File: src/rtl/mem_1r1w_masked_port_ctrl.sv
// Requester-side controller for a 1R1W masked SRAM with 1-cycle read latency.
// Turns valid/ready read and write requests into R0/W0 strobes and returns read data through a skid FIFO.
module mem_1r1w_masked_port_ctrl #(
    parameter int ADDR_WIDTH = 6,
    parameter int DATA_WIDTH = 64,
    parameter int MASK_GRAN  = 8,
    parameter int SKID_DEPTH = 2,
    localparam int MASK_WIDTH = DATA_WIDTH / MASK_GRAN
) (
    input  logic                  clock,
    input  logic                  reset_n,
    input  logic                  wr_valid,
    output logic                  wr_ready,
    input  logic [ADDR_WIDTH-1:0] wr_addr,
    input  logic [DATA_WIDTH-1:0] wr_data,
    input  logic [MASK_WIDTH-1:0] wr_mask,
    input  logic                  rd_valid,
    output logic                  rd_ready,
    input  logic [ADDR_WIDTH-1:0] rd_addr,
    output logic                  rsp_valid,
    input  logic                  rsp_ready,
    output logic [DATA_WIDTH-1:0] rsp_data,
    output logic [ADDR_WIDTH-1:0] R0_addr,
    output logic                  R0_en,
    output logic                  R0_clk,
    input  logic [DATA_WIDTH-1:0] R0_data,
    output logic [ADDR_WIDTH-1:0] W0_addr,
    output logic                  W0_en,
    output logic                  W0_clk,
    output logic [DATA_WIDTH-1:0] W0_data,
    output logic [MASK_WIDTH-1:0] W0_mask
);

    localparam int PTR_W = (SKID_DEPTH > 1) ? $clog2(SKID_DEPTH) : 1;
    localparam int CNT_W = $clog2(SKID_DEPTH + 1);

    logic                  r_active;
    logic                  r_inflight;
    logic [PTR_W-1:0]      r_headPtr;
    logic [PTR_W-1:0]      r_tailPtr;
    logic [CNT_W-1:0]      r_count;
    logic [DATA_WIDTH-1:0] r_fifo [SKID_DEPTH];

    logic                  w_wrFire;
    logic                  w_rdFire;
    logic                  w_collide;
    logic                  w_credit;
    logic                  w_fifoEmpty;
    logic                  w_push;
    logic                  w_pop;

    function automatic logic [PTR_W-1:0] nextPtr(input logic [PTR_W-1:0] ptr);
        return (ptr == PTR_W'(SKID_DEPTH - 1)) ? '0 : ptr + 1'b1;
    endfunction

    assign R0_clk = clock;
    assign W0_clk = clock;

    assign wr_ready = r_active;
    assign w_wrFire = wr_valid & wr_ready;
    assign W0_en    = w_wrFire;
    assign W0_addr  = wr_addr;
    assign W0_data  = wr_data;
    assign W0_mask  = wr_mask;

    // A read may only issue when a buffer slot is guaranteed for its data next cycle.
    assign w_collide = wr_valid & rd_valid & (rd_addr == wr_addr);
    assign w_credit  = ({1'b0, r_count} + (CNT_W + 1)'(r_inflight)) < (CNT_W + 1)'(SKID_DEPTH);
    assign rd_ready  = r_active & ~w_collide & w_credit;
    assign w_rdFire  = rd_valid & rd_ready;
    assign R0_en     = w_rdFire;
    assign R0_addr   = rd_addr;

    assign w_fifoEmpty = (r_count == '0);
    assign rsp_valid   = r_inflight | ~w_fifoEmpty;
    assign rsp_data    = w_fifoEmpty ? R0_data : r_fifo[r_headPtr];
    assign w_pop       = ~w_fifoEmpty & rsp_ready;
    assign w_push      = r_inflight & ~(w_fifoEmpty & rsp_ready);

    always_ff @(posedge clock or negedge reset_n) begin
        if (!reset_n) begin
            r_active   <= 1'b0;
            r_inflight <= 1'b0;
            r_headPtr  <= '0;
            r_tailPtr  <= '0;
            r_count    <= '0;
        end else begin
            r_active   <= 1'b1;
            r_inflight <= w_rdFire;
            if (w_push) begin
                r_tailPtr <= nextPtr(r_tailPtr);
            end
            if (w_pop) begin
                r_headPtr <= nextPtr(r_headPtr);
            end
            if (w_push && !w_pop) begin
                r_count <= r_count + 1'b1;
            end else if (w_pop && !w_push) begin
                r_count <= r_count - 1'b1;
            end
        end
    end

    always_ff @(posedge clock) begin
        if (w_push) begin
            r_fifo[r_tailPtr] <= R0_data;
        end
    end

    assert property (@(posedge clock) disable iff (!reset_n)
        !(w_push && !w_pop && (r_count == CNT_W'(SKID_DEPTH))));

endmodule

File: config.mk
export PLATFORM = sky130hd
export DESIGN_NAME = mem_1r1w_masked_port_ctrl
export DESIGN_NICKNAME = d
export VERILOG_FILES = /design/src/rtl/mem_1r1w_masked_port_ctrl.sv
export SDC_FILE = /design/constraint.sdc
export NUM_CORES = 1
export LEC_CHECK = 0
export CAP_MARGIN = 10
export CORE_MARGIN = 3
export CORE_UTILIZATION = 37
export CTS_BUF_LIST = sky130_fd_sc_hd__clkbuf_8 sky130_fd_sc_hd__clkbuf_16
export DETAILED_ROUTE_END_ITERATION = 12
export GPL_TIMING_DRIVEN = 0
export PLACE_DENSITY = 0.78
export SLEW_MARGIN = 20
export SYNTH_ARGS = -nofsm -noshare
export SYNTH_HDL_FRONTEND = slang
export SYNTH_SLANG_ARGS = --single-unit
export TNS_END_PERCENT = 1
File: constraint.sdc
create_clock -name clock -period 4.3 [get_ports clock]
set_clock_uncertainty 0.1 [all_clocks]
set_input_delay 0.645 -clock clock [delete_from_list [all_inputs] [get_ports clock]]
set_output_delay 0.645 -clock clock [all_outputs]
set_load 0.005 [all_outputs]
* After elaboration in Yosys (flattened, before gate mapping)
Memories as Yosys holds them, arrays and structs flattened. Index checks and enable logic that the tools add are counted.
Storage, ports and cells: register bits 6, bits in writable memories 128, bits of input ports 153, output and inout bits 155, word-level logic and storage cells 39, memories kept 1
Cells by class: add/subtract/negate cells 5, $lt $le $gt $ge 1, equality and inequality tests 1, multiplexer cells 7, bitwise gates (word level) 13, reductions and logical operators 6
Memory list:
- r_fifo | depth 2, width 64, rd ports 1, clocked after memory_dff 0, write ports 1, RTL line 42 | logic [DATA_WIDTH-1:0] r_fifo [SKID_DEPTH];
Operators by type and width (number):
- two-way mux 64 bit | 1
- bitwise AND 1 bit | 9
- == test 6 bit | 1
- two-way mux 1 bit | 4
- two-way mux 2 bit | 2
- adder 2 x 1 -> 3 bit | 1
- < comparator 3 x 2 -> 1 bit, second input constant | 1
- NOT 1 bit | 3
- adder 1 bit, second input constant | 2
- adder 2 x 1 -> 2 bit, second input constant | 1
- logical AND 1 bit | 2
- zero test 1 bit | 2
- zero test 2 bit | 1
- nonzero test 2 bit | 1
- subtractor 2 x 1 -> 2 bit, second input constant | 1
- OR 1 bit | 1

* Depth between registers and ports, before layout
depth after elaboration 8, gate-level depth with buffers 7, mapped depth without buffers 6

==> summary.md <==
| Metric | Value |
|---|---|
| CTS tree | done |
| RePlAce Congestion | 0.774 |
| Vias in the first global route | 4738 |
| Crit Reg-Reg Endpoint | r_fifo[1][36]$_DFFE_PP_ |
| RSZ-0062 raised after global routing | no |
| Layout cells sized above 1 | 20.8% |
| Final Slew Violations | 0 |
| Total chip power | 5.46 mW |
| CP arrival | 2970 ps |
| Final instance area | 9570 um2 |
| Util after Layout | 59.2% |
| Starting Density | 38.6% |
| Largest net degree at the start of global routing | 38 |
| Buffers plus inverters on the worst setup path | 4 |
| Final setup fails | 0 |
| Syn Area/Cell | 13.5 um2 |
| Vias/cell | 4.67 |
| Chip width | 136 um |
| Critical Path RT | 3560 ps |
| Critical Path Stages | 4 |
| Cts-stage hold buffer count | 0 |
| Setup Buffers After CTS | 0 |
| DP Area | 8930 um2 |
| Cells after Synth | 463 |
| Max cap viols | 0 |
| Boundary Pins | 308 |
| Post-synth top area cell | edfxtp_1 |
| Iter 0 DRT Violations | 168 |
| CP startpoint kind | clock port |
| Most instantiated library cell after synthesis | edfxtp_1 |
| Delay-heaviest family, CP | buffers and inverters |
| Worst reg2reg path startpoint | r_count[0]$_DFFE_PN0P_ |
| Initial antenna violation count | 0 |
| Full die area | 18400 um2 |
| Seq cells post-synth | 134 |
| Worst Reg-to-Reg Cells | 5 |
| Met2 wire len | 7970 um |
| EDFF count, synth | 128 |
| Pre-antenna DRT Iters | 4 |
| Post-DP HPWL | 11400 um |
| Top area cells in the synthesized netlist | edfxtp_1, buf_4, mux2i_1 |
| DRT antenna net count | 0 |
| Min-delay worst type | in2async |
| Antenna cells | 0 |
| Crit Path Max Fanout | 2 |
| Post-synthesis sequential area ratio | 64.0% |
| Area grow syn2layout | 53.5% |
| Setup TNS Final | 0 ps |
| WL met1 | 5860 um |
| Die Y | 136 um |
| Synth Flop Type | edfxtp_1 |
| Row count | 46 |
| All-layer global routing usage | 16.3% |
| Pleak | 3.64 nW |
| Crit-path cells | clkbuf_16, clkbuf_16, buf_4, clkdlybuf4s50_1 |
| Yosys warnings | 0 |
| Worst vdd ir | 0.000437 V |
| Routed wl met3 | 1390 um |
| Critical-path top delay cell | clkdlybuf4s50_1 |
| Resize count post-CTS | 0 |
| Synthesized net count | 617 |
| DR top layer | met4 |
| Power Dens Cells | 571 nW/um2 |
| Final hold viol count | 0 |
| Overflow left after global routing | 0 |
| Setup crit end kind | output pin |
| Largest stage delay, worst path | 440 ps |
| Post-synth cell types | 29 |
| Status | completed |
| # DRC | 0 |
| R2R Setup Slk | 2190 ps |
| Synth async-reset ratio | 4.48% |
| PortBufs | 235 |
| Fin Hold WS | 283 ps |
| Post-Syn Area | 6240 um2 |
| Vias | 4454 |
| Insertion delay of the later-clocked pin in the worst-skew pair | 520 ps |
| Nets | 878 |
| Most frequent CP cell | clkbuf_16 |
| WS Path Type | clk2out |
| Avg WL per Cell | 16.2 um |
| First-pass GRT wire length | 23200 um |
| Clock slew at reported path FFs | 60 ps |
| Share of the synthesized area in the top cell type | 61.6% |
| Core Region | 16200 um2 |
| WL final | 15400 um |
| Synth cell count leaders | edfxtp_1, buf_4, nand2_1 |
[worst reg2reg max path: stages, from the launching register on]
cell and delay [ps]:
dfrtp_1 460, nor2_2 90, buf_6 170, a21boi_4 210, and2_4 450, buf_12 290
[logic make-up (layout without fill, tap and decap cells)]
family | count (synthesis) | after routing | share of synthesized area (%)
compound gates | 67 | 67 | 6.14
xor+xnor | 11 | 11 | 1.55
other cells | 1 | 1 | 0.0601
mux | 64 | 64 | 10.3
simple gates | 77 | 77 | 5.00
fa+ha+maj | 1 | 1 | 0.201
flops | 134 | 134 | 64.0
buf+inv | 108 | 382 | 12.7
[how the worst max path moves through the flow]
stage / startpoint / endpoint
final: clock / W0_clk
after global routing: clock / W0_clk
after CTS: clock / W0_clk
after detailed placement: clock / R0_clk
after global placement: rsp_ready / r_fifo[0][37]$_DFFE_PP_
after floorplan: r_count[0]$_DFFE_PN0P_ / r_fifo[0][0]$_DFFE_PP_
[area by class of cell]
class | count | area (um2)
fill | 1242 | 6600
inverter | 1 | 3.75
clock buffer | 23 | 546
multi-input combinational | 221 | 1460
sequential | 134 | 3990
tap | 216 | 270
clock inverter | 15 | 115
timing repair buffer | 236 | 2390
buffer | 107 | 791
[where the power goes]
group	switching, mW	internal [mW]	total [mW]	leakage, nW
logic	0.991	1.27	2.26	2.08
registers	0.0524	1.59	1.64	1.23
clock network	0.568	0.995	1.56	0.320
[per-stage QoR]
stage          std cells  worst slack [ps]
2_1_floorplan        463              33.2
3_3_place_gp         914             -1930
3_5_place_dp         917               878
4_1_cts              953               577
5_1_grt              953               564
6_report             953               585
[layer usage]
layer,up-vias,global-route usage [%]
met5,-,0
met4,0,5.38
met3,22,5.92
met2,231,28.9
met1,2102,18.3
li1,2099,-
[cell usage in the layout (no fill, tap or decap), types with 5 or more instances in the layout]
| master | n |
|---|---|
| o21ai_1 | 13 |
| buf_2 | 5 |
| xor2_1 | 8 |
| mux2i_1 | 64 |
| clkbuf_16 | 21 |
| nand2_1 | 66 |
| o21ai_0 | 44 |
| dfrtp_1 | 6 |
| clkinvlp_4 | 6 |
| edfxtp_1 | 128 |
| buf_4 | 91 |
| clkdlybuf4s50_1 | 235 |
| o21ai_2 | 7 |
[registers in the layout (all words and copies together) (netlist names)]
signal / flops
r_fifo: 128
r_count: 2
r_headPtr: 1
r_inflight: 1
r_tailPtr: 1
wr_ready: 1
(Power assumes the default switching activity.)
